===== src/rtl/reg_pkg.sv =====
// Shared write-back definitions: register-file geometry and the
// buffered write request bundle, also used by decode stall logic.
package reg_pkg;

  localparam int ADDR_W   = 4;
  localparam int DATA_W   = 16;
  localparam int NUM_REGS = 1 << ADDR_W;

  typedef struct packed {
    logic              v;
    logic [ADDR_W-1:0] addr;
    logic [DATA_W-1:0] data;
  } wb_req;

  function automatic logic [NUM_REGS-1:0] onehot(
    input logic [ADDR_W-1:0] a,
    input logic              en
  );
    onehot = {{(NUM_REGS-1){1'b0}}, en} << a;
  endfunction

endpackage


===== src/rtl/wb_req_buf.sv =====
// One-entry write-back holding buffer with valid/ready handshake.
// An entry being granted this cycle can be replaced at the same edge.
module wb_req_buf
  import reg_pkg::*;
(
  input  logic              regi_clk,
  input  logic              regi_rst,
  input  logic              i_valid,
  input  logic [ADDR_W-1:0] i_addr,
  input  logic [DATA_W-1:0] i_data,
  input  logic              i_grant,
  output logic              o_ready,
  output logic              o_load,
  output wb_req             o_buf
);

  wb_req r_buf;
  logic  w_ready;
  logic  w_load;

  assign w_ready = !r_buf.v | i_grant;
  assign w_load  = i_valid & w_ready;

  always_ff @(posedge regi_clk or negedge regi_rst) begin
    if (!regi_rst) begin
      r_buf <= '0;
    end else if (w_load) begin
      r_buf.v    <= 1'b1;
      r_buf.addr <= i_addr;
      r_buf.data <= i_data;
    end else if (i_grant) begin
      r_buf.v <= 1'b0;
    end
  end

  assign o_ready = w_ready;
  assign o_load  = w_load;
  assign o_buf   = r_buf;

endmodule


===== src/rtl/reg_wb_arbiter.sv =====
// Age-ordered arbiter sharing the register-file write port between
// the execute (req0) and memory-load (req1) write-back requesters.
module reg_wb_arbiter
  import reg_pkg::*;
(
  input  logic                regi_clk,
  input  logic                regi_rst,
  input  logic                req0_valid,
  input  logic [ADDR_W-1:0]   req0_addr,
  input  logic [DATA_W-1:0]   req0_data,
  output logic                req0_ready,
  input  logic                req1_valid,
  input  logic [ADDR_W-1:0]   req1_addr,
  input  logic [DATA_W-1:0]   req1_data,
  output logic                req1_ready,
  output logic                wb_wrn,
  output logic [ADDR_W-1:0]   wb_waddr,
  output logic [DATA_W-1:0]   wb_wdata,
  output logic [NUM_REGS-1:0] pend_mask
);

  wb_req             w_b0;
  wb_req             w_b1;
  logic              w_g0;
  logic              w_g1;
  logic              w_ld0;
  logic              w_ld1;
  logic              w_keep0;
  logic              w_keep1;
  logic              w_older_nxt;
  logic              r_older;
  logic              r_wrn;
  logic [ADDR_W-1:0] r_waddr;
  logic [DATA_W-1:0] r_wdata;

  wb_req_buf u_buf0 (
    .regi_clk (regi_clk),
    .regi_rst (regi_rst),
    .i_valid  (req0_valid),
    .i_addr   (req0_addr),
    .i_data   (req0_data),
    .i_grant  (w_g0),
    .o_ready  (req0_ready),
    .o_load   (w_ld0),
    .o_buf    (w_b0)
  );

  wb_req_buf u_buf1 (
    .regi_clk (regi_clk),
    .regi_rst (regi_rst),
    .i_valid  (req1_valid),
    .i_addr   (req1_addr),
    .i_data   (req1_data),
    .i_grant  (w_g1),
    .o_ready  (req1_ready),
    .o_load   (w_ld1),
    .o_buf    (w_b1)
  );

  // r_older = 1 means buf1 holds the older entry
  assign w_g0 = w_b0.v & (!w_b1.v | !r_older);
  assign w_g1 = w_b1.v & (!w_b0.v | r_older);

  assign w_keep0 = w_b0.v & !w_g0;
  assign w_keep1 = w_b1.v & !w_g1;

  always_comb begin
    w_older_nxt = r_older;
    if (w_ld0 & w_ld1) begin
      w_older_nxt = 1'b1;
    end else if (w_ld0) begin
      w_older_nxt = w_keep1;
    end else if (w_ld1) begin
      w_older_nxt = !w_keep0;
    end else if (w_keep0 & !w_keep1) begin
      w_older_nxt = 1'b0;
    end else if (w_keep1 & !w_keep0) begin
      w_older_nxt = 1'b1;
    end
  end

  always_ff @(posedge regi_clk or negedge regi_rst) begin
    if (!regi_rst) begin
      r_older <= 1'b0;
      r_wrn   <= 1'b0;
      r_waddr <= '0;
      r_wdata <= '0;
    end else begin
      r_older <= w_older_nxt;
      r_wrn   <= w_g0 | w_g1;
      if (w_g1) begin
        r_waddr <= w_b1.addr;
        r_wdata <= w_b1.data;
      end else if (w_g0) begin
        r_waddr <= w_b0.addr;
        r_wdata <= w_b0.data;
      end
    end
  end

  assign wb_wrn   = r_wrn;
  assign wb_waddr = r_waddr;
  assign wb_wdata = r_wdata;

  assign pend_mask = onehot(w_b0.addr, w_b0.v)
                   | onehot(w_b1.addr, w_b1.v)
                   | onehot(r_waddr, r_wrn);

endmodule


===== config.mk =====
export PLATFORM = sky130hd
export DESIGN_NAME = reg_wb_arbiter
export DESIGN_NICKNAME = d
export VERILOG_FILES = /design/src/rtl/reg_pkg.sv /design/src/rtl/wb_req_buf.sv /design/src/rtl/reg_wb_arbiter.sv
export SDC_FILE = /design/constraint.sdc
export NUM_CORES = 1
export LEC_CHECK = 0
export BUFFER_PORTS_ARGS = -buffer_cell sky130_fd_sc_hd__buf_4
export CAP_MARGIN = 25
export CELL_PAD_IN_SITES_DETAIL_PLACEMENT = 2
export CELL_PAD_IN_SITES_GLOBAL_PLACEMENT = 2
export CORE_ASPECT_RATIO = 1.4
export CORE_MARGIN = 5
export CORE_UTILIZATION = 25
export CTS_BUF_LIST = sky130_fd_sc_hd__clkbuf_16
export DETAILED_ROUTE_END_ITERATION = 8
export PLACE_DENSITY = 0.66
export SLEW_MARGIN = 20
export SYNTH_ARGS = -nofsm -noshare
export SYNTH_HDL_FRONTEND = slang
export SYNTH_SLANG_ARGS = --single-unit

===== constraint.sdc =====
create_clock -name regi_clk -period 2 [get_ports regi_clk]
set_clock_uncertainty 0.1 [all_clocks]
set_input_delay 0.6 -clock regi_clk [delete_from_list [all_inputs] [get_ports regi_clk]]
set_output_delay 0.6 -clock regi_clk [all_outputs]
set_load 0.01 [all_outputs]

* Word level (Yosys, flattened, before mapping) *
Index checks and enable logic that the tools add are counted.
W data, S select, Z words.

storage, ports and cells
  output and inout bits = 39
  register bits = 64
  word-level logic and storage cells = 53

cells by class
  reduce and logical (&&, ||, !) cells = 11
  mux-type cells = 13
  shift operators = 3
  bitwise operators = 16

operators with widths
  kind                count
  $shl A1 B4 Y16      3
  $mux W16            2
  $or A16 B16 Y16     2
  $and A1 B1 Y1       9
  $mux W1             9
  $mux W4             2
  $logic_not A1 Y1    7
  $reduce_bool A2 Y1  3
  $or A1 B1 Y1        5
  $reduce_bool A5 Y1  1

* Longest topological paths before layout *
Gate-level depths: netlist of run 1.

  word-level depth = 12
  mapped depth = 5
  depth with buffers taken out = 3

* Modules after synthesis *
A second synthesis of run 1 with hierarchy kept.

second synthesis, totals
  cells, all modules = 292
  area total of the unflattened synthesis = 3428.3 um^2

modules (own cells, without submodules)
  module          sequential area each (um^2)  area an instance (um^2)  cells each  instances
  wb_req_buf      525.5                        879.6                    47          2
  reg_wb_arbiter  550.5                        1669.1                   198         1

* Least setup slack after synthesis of run 1 *
OpenSTA, ideal clock, no wires.

  path type = register to output
  start point = register u_buf1.r_buf, in the netlist u_buf1.o_buf[18]
  end point = output pend_mask[13]
  path buffers = 1
  slack = 0.143 ns
  cell stages (with the launch flop) = 5
  required time = 1.300 ns
  arrival time = 1.157 ns
  cells stage by stage = dfrtp_1 buf_2 inv_1 or4_1 nand2_1

between the ends
  longest elaborated chain between the ends = 3

ends and longest elaborated chain
  element             RTL line               text
  start: declaration  wb_req_buf.sv:17       wb_req r_buf;
  $shl A1 B4 Y16      reg_pkg.sv:19          onehot = {{(NUM_REGS-1){1'b0}}, en} << a;
  $or A16 B16 Y16     reg_wb_arbiter.sv:106  | onehot(w_b1.addr, w_b1.v)
  $or A16 B16 Y16     reg_wb_arbiter.sv:107  | onehot(r_waddr, r_wrn);
  end: declaration    reg_wb_arbiter.sv:19   output logic [NUM_REGS-1:0] pend_mask

Every way passes these cells.

* Worst setup path in the final report of run 1 *
  start point = register r_wrn, in the netlist wb_wrn
  end point = output pend_mask[6]

between the ends
  longest elaborated chain between the ends = 2

ends and longest elaborated chain
  element                   RTL line               text
  start: declaration        reg_wb_arbiter.sv:32   logic r_wrn;
  start signal: assignment  reg_wb_arbiter.sv:90   r_wrn <= w_g0 | w_g1;
  $shl A1 B4 Y16            reg_pkg.sv:19
  $or A16 B16 Y16           reg_wb_arbiter.sv:107

Every way passes these cells.

==> impl_metrics.yaml, run 1 <==
cts:
  cts_htree_levels: 3
  cts.sinks: 64
  cts-buffers-inserted: 9
  tritoncts: "built"
  clk_pin_slew_ns: 0.05
  clockBufferDepth: 2
  cts-root-buf: "clkbuf_16"
  clk_latency_ns: 0.33
setup_path:
  critPathKind: "flip-flop to output port"
  worstSetupStartpointType: "flip-flop"
  critPathArrivalTime_ns: 1.60
  crit_required_ns: 1.30
  cp_max_fo: 5
  end_kind: "output port"
pwr:
  clkPwrFrac_pct: 29.7
  p_switching_mw: 1.531
  ir_drop_v: 0.0005073
  p_leak_nw: 2.091
  total_power_mw: 4.947
  combPwrFrac_pct: 33.3
  cellPowerDensity_nw_per_um2: 1085
  switching_share_pct: 30.94
  p_int_mw: 3.417
  seq_power_share_pct: 37.0
yosys:
  synth.area.mux_share_pct: 17.30
  synth-simple-area-share_pct: 12.69
  synthXorXnorAreaFrac_pct: 0
  yosysWarnings: 0
  ys_seq_area_share_pct: 52.72
  synth_compound_area_share_pct: 13.55
  synthAdderAreaFrac_pct: 0
  ys_seq_elements: 64
  synth_area_sq_um: 3038
  synth_top_family_by_area: "multiplexers"
  avgSynthCellArea_sq_um: 12.76
  synth_cell_types: 33
  postSynthCellCount: 238
  postSynthNetCount: 282
placement:
  dpl_cell_area_sq_um: 3945
  dp_cells: 476
  gp_congestion: 0.8334
  place.detailed.hpwl_mm: 7.267
  port_buffers: 82
  dp_worst_setup_slack_ns: 0.006705
cells_and_area:
  fin_area_sq_um: 4561
  fin_util_pct: 38.39
  drive_above_1_share_pct: 62.32
  final_cells: 500
  nNetsFinal: 393
  diodes: 0
  syn_to_final_growth_pct: 50.12
  layout_common_cells: "buf_4 (104), dfrtp_1 (54), a221o_1 (22)"
  final_common_cell: "buf_4"
run_status:
  status: "complete, but fails checks"
  violations: "setup timing"
grt:
  grt_max_degree: 39
  grt_pass1_vias: 2859
  antenna_found_initial: 0
  overflow: 0
  grt_usage_pct: 14.40
  grt_pass1_wl_mm: 15.58
timing:
  worst_pin_slew_ns: 0.4879
  setup_tns_ns: -3.225
  rsz0062_at_grt: "yes"
  slew_headroom_pct: 67.39
  setup_ws_ns: -0.3038
  finalCriticalPeriod_ns: 2.304
  max_clock_freq_mhz: 434.1
  hold_viol: 0
  setup_viol: 16
  hold_slack_ns: 0.3916
  finalCritPeriodShare_pct: 115.2
  slew_violations: 0
routing:
  routed_wl_mm: 10.10
  drtAntennaViolNets: 0
  route.detailed.drc: 0
  drt-initial-drc-count: 81
  vias: 2488
  wl_per_cell_microns: 20.20
  dr.pass1.iters: 4
  drt-vias-per-instance: 4.976
floorplanning:
  dieArea_sq_um: 14490
  chipHeight_microns: 140.4
  die-width_microns: 103.2
  rows: 47
  ioPinCount: 83
  initial_utilization_pct: 25.57
  core-area_sq_um: 11880
flow_run:
  cap_violations: 0
min_path:
  min_path_type: "flip-flop to flip-flop"
layout make-up:
class,instances,area [sq um]
clock buffers,9,225.2
clock inverters,6,51.30
fillers,1268,7318
inverters,4,15.01
multi-input cells,154,1548
flip-flops and latches,64,1614
well taps,147,183.9
repair buffers,116,923.4
routing by layer:
layer | global-route usage, % | vias to the layer above | routed length [microns]
met5 | 0 | - | 0
met4 | 8.254 | 0 | 453
met1 | 15.29 | 1272 | 3669
met2 | 25.77 | 72 | 5588
met3 | 2.687 | 26 | 387
li1 | - | 1118 | -
cell families after synthesis:
logic type,after synthesis
buffers and inverters,20
muxes,40
DFF,64
AOI/OAI and AO/OA,48
and+or+nand+nor,66
worst paths after layout:
path | startpoint | endpoint | slack [ns] | cells past startpoint
worst max-delay path | wb_wrn$_DFF_PN0_ | pend_mask[6] | -0.30 | 5
max in group asynchronous | regi_rst | u_buf1.o_buf[19]$_DFFE_PN0P_ | 0.77 | 3
worst min register to register | u_buf0.o_buf[2]$_DFFE_PN0P_ | u_buf0.o_buf[2]$_DFFE_PN0P_ | 0.39 | 1
worst min-delay path | u_buf0.o_buf[2]$_DFFE_PN0P_ | u_buf0.o_buf[2]$_DFFE_PN0P_ | 0.39 | 1
min in group asynchronous | regi_rst | wb_wdata[2]$_DFFE_PN0P_ | 0.55 | 2
worst max register to register | u_buf1.o_buf[20]$_DFFE_PN0P_ | u_buf0.o_buf[4]$_DFFE_PN0P_ | 0.25 | 5
power groups by stage:
stage,registers (mW),logic [mW],clock network (mW)
2_1_floorplan,1.78,0.717,0
3_3_place_gp,1.79,1.39,0
3_5_place_dp,1.81,1.43,0
4_1_cts,1.83,1.60,1.52
5_1_grt,1.87,1.77,1.58
6_report,1.83,1.65,1.47
cell usage after synthesis (all sizes together):
| cell | instances | area, sq um |
|---|---|---|
| dfrtp | 64 | 1602 |
| mux2 | 40 | 525.5 |
| a221o | 22 | 220.2 |
| and2 | 20 | 125.1 |
| buf | 13 | 87.58 |
| nand2 | 12 | 45.04 |
| a22oi | 8 | 60.06 |
| nand3 | 7 | 35.03 |
| nor2b | 6 | 37.54 |
| o21ai | 5 | 25.02 |
| a32oi | 4 | 35.03 |
| and3b | 4 | 35.03 |
| inv | 4 | 15.01 |
| nor2 | 4 | 15.01 |
| clkbuf | 3 | 11.26 |
| nand4 | 3 | 18.77 |
| a21boi | 2 | 18.77 |
| and3 | 2 | 12.51 |
| nand2b | 2 | 12.51 |
| nor3b | 2 | 15.01 |
| o211ai | 2 | 15.01 |
| o31ai | 2 | 15.01 |
| o41ai | 2 | 17.52 |
| a21oi | 1 | 5.000 |
| and4 | 1 | 8.760 |
| nand3b | 1 | 11.26 |
| nor4 | 1 | 6.260 |
| or4 | 1 | 7.510 |
sequential cells by signal (all words and copies together), names as in the netlist:
signal and flops:
wb_wdata 16, wb_wrn 1, r_older 1, u_buf1.o_buf 21, u_buf0.o_buf 21, wb_waddr 4
worst max-delay path, stage by stage (launching register included):
cell	delay, ns
dfrtp_1	0.41
nor3b_2	0.17
buf_4	0.15
a32oi_2	0.24
o21ai_1	0.14
buf_4	0.17
repair_timing:
item                                   in CTS  in global routing
endpoints found under the hold margin       5                  0
pin swaps                                  18                  4
buffers inserted                            7                  4
setup endpoints to repair                  16                 37
resized for setup                          57                 15
hold buffers                                1                  0
(Power assumes the default switching activity.)
==> inputs of run 2 (changes only) <==
clock period = 2.6 ns   (was 2 ns; I/O delays follow)
==> run 2 against run 1 <==
  * The run now ends clean
  * Hold slack improved by 0.0017 ns
  * Non-clock buffer count decreased by 23
  * Flip-flop and latch count unchanged
  * First-iteration DRC count decreased by 23%
  * Register-to-register slack improved by 0.43 ns
  * Via count decreased by 5.5%
  * Critical endpoint is now pend_mask[12]
  * Largest cell class unchanged
  * Largest power group unchanged
  * Highest routed layer unchanged
==> impl_metrics.yaml, run 2 (synthesis gave the netlist of run 1 again) <==
timing:
  hold_viol: 0
  finalCritPeriodShare_pct: 97.84
  rsz0062_at_grt: "yes"
  slew_violations: 0
  finalCriticalPeriod_ns: 2.544
  max_clock_freq_mhz: 393.1
  hold_slack_ns: 0.3933
  setup_viol: 0
  worst_pin_slew_ns: 0.9314
  slew_headroom_pct: 37.55
grt:
  overflow: 0
  grt_max_degree: 65
  grt_pass1_vias: 2720
  antenna_found_initial: 0
  grt_pass1_wl_mm: 15.19
  grt_usage_pct: 13.91
cells_and_area:
  final_common_cell: "buf_4"
  diodes: 0
  drive_above_1_share_pct: 47.58
  nNetsFinal: 370
  layout_common_cells: "buf_4 (91), dfrtp_1 (62), a221o_1 (22)"
  syn_to_final_growth_pct: 36.08
  final_cells: 477
run_status:
  status: "completed"
routing:
  drt-initial-drc-count: 62
  wl_per_cell_microns: 20.24
  dr.pass1.iters: 4
  routed_wl_mm: 9.656
  route.detailed.drc: 0
  vias: 2352
  drt-vias-per-instance: 4.931
  drtAntennaViolNets: 0
cts:
  cts-buffers-inserted: 9
  cts.sinks: 64
  cts_htree_levels: 3
  clk_latency_ns: 0.32
  clockBufferDepth: 2
  cts-root-buf: "clkbuf_16"
  clk_pin_slew_ns: 0.05
  tritoncts: "built"
flow_run:
  cap_violations: 0
floorplanning:
  initial_utilization_pct: 25.57
  dieArea_sq_um: 14490
  rows: 47
  core-area_sq_um: 11880
  die-width_microns: 103.2
  ioPinCount: 83
  chipHeight_microns: 140.4
setup_path:
  end_kind: "output port"
  r2r_end: "wb_waddr[1]$_DFFE_PN0P_"
  rrSetupSlack_ns: 0.68
  crit-reg2reg-launch: "u_buf1.o_buf[20]$_DFFE_PN0P_"
  worstRegToRegCells: 4
  worstSetupStartpointType: "flip-flop"
  critPathArrivalTime_ns: 1.66
  crit_required_ns: 1.72
  critPathKind: "flip-flop to output port"
  cp_max_fo: 9
placement:
  dp_cells: 459
  place.detailed.hpwl_mm: 6.906
  gp_congestion: 0.8372
  port_buffers: 82
pwr:
  switching_share_pct: 31.26
  combPwrFrac_pct: 29.9
  p_switching_mw: 1.086
  clkPwrFrac_pct: 30.0
  p_int_mw: 2.389
  p_leak_nw: 1.906
  seq_power_share_pct: 40.1
  cellPowerDensity_nw_per_um2: 840.6
  ir_drop_v: 0.0003194
min_path:
  hold_end: "u_buf0.o_buf[13]$_DFFE_PN0P_"
  holdCritStartpoint: "u_buf0.o_buf[13]$_DFFE_PN0P_"
  holdPathStages: 1
  min_path_type: "flip-flop to flip-flop"
[run 2: metrics by stage]
| step | TNS [ns] | setup WS [ns] | power [mW] | util, % | instance area [sq um] |
|---|---|---|---|---|---|
| finish | 0 | 0.05606 | 3.475 | 34.80 | 4134 |
| global route | -0.07005 | -0.02772 | 3.682 | 34.80 | 4134 |
| CTS | 0 | 0.004964 | 3.502 | 34.32 | 4076 |
| detailed placement | 0 | 0.3173 | 2.432 | 32.14 | 3817 |
| global placement | 0 | 0.3539 | 2.396 | 32.14 | 3817 |
| floorplan | 0 | 0.5635 | 1.918 | - | 3038 |
[run 2: repair_timing]
action / CTS / global route
resized for setup: 2 / 7
setup buffers: 0 / 3
hold buffers: 0 / 0
setup endpoints to repair: 3 / 8
[run 2: layout make-up]
class | count | area [sq um]
Multi-Input combinational cell | 154 | 1355
Inverter | 4 | 15.01
Clock inverter | 6 | 27.53
Tap cell | 147 | 183.9
Fill cell | 1307 | 7745
Clock buffer | 9 | 225.2
Timing Repair Buffer | 93 | 723.2
Sequential cell | 64 | 1604
[run 2: worst max-delay path, stage by stage (launching register included)]
cell     delay (ns)
dfrtp_1        0.49
nor2b_2        0.24
a22oi_1        0.30
o41ai_1        0.14
buf_4          0.17
[run 2: power groups by stage]
stage	Combinational [mW]	Clock (mW)	Sequential [mW]
after detailed placement	1.03	0	1.40
after CTS	1.03	1.08	1.39
after global routing	1.14	1.12	1.43
after floorplan	0.552	0	1.37
final	1.04	1.04	1.39
after global placement	1.00	0	1.39
[run 2: worst max-delay path by stage]
stage | endpoint | cells past startpoint | slack [ns] | from
6_report | pend_mask[12] | 4 | 0.06 | u_buf0.o_buf[18]$_DFFE_PN0P_
5_1_grt | pend_mask[12] | 4 | -0.03 | u_buf0.o_buf[18]$_DFFE_PN0P_
4_1_cts | pend_mask[6] | 4 | 0.005 | u_buf1.o_buf[20]$_DFFE_PN0P_
2_1_floorplan | pend_mask[13] | 4 | 0.56 | u_buf1.o_buf[18]$_DFFE_PN0P_
3_3_place_gp | pend_mask[5] | 4 | 0.35 | u_buf0.o_buf[17]$_DFFE_PN0P_
3_5_place_dp | pend_mask[5] | 4 | 0.32 | u_buf0.o_buf[17]$_DFFE_PN0P_
[run 2: routing by layer]
metal | up-vias | GRT usage, % | part of all wire [%]
li1 | 1064 | - | -
met1 | 1185 | 15.99 | 39
met2 | 81 | 23.91 | 53
met3 | 22 | 2.239 | 4.4
met4 | 0 | 7.776 | 3.8
met5 | - | 0 | 0
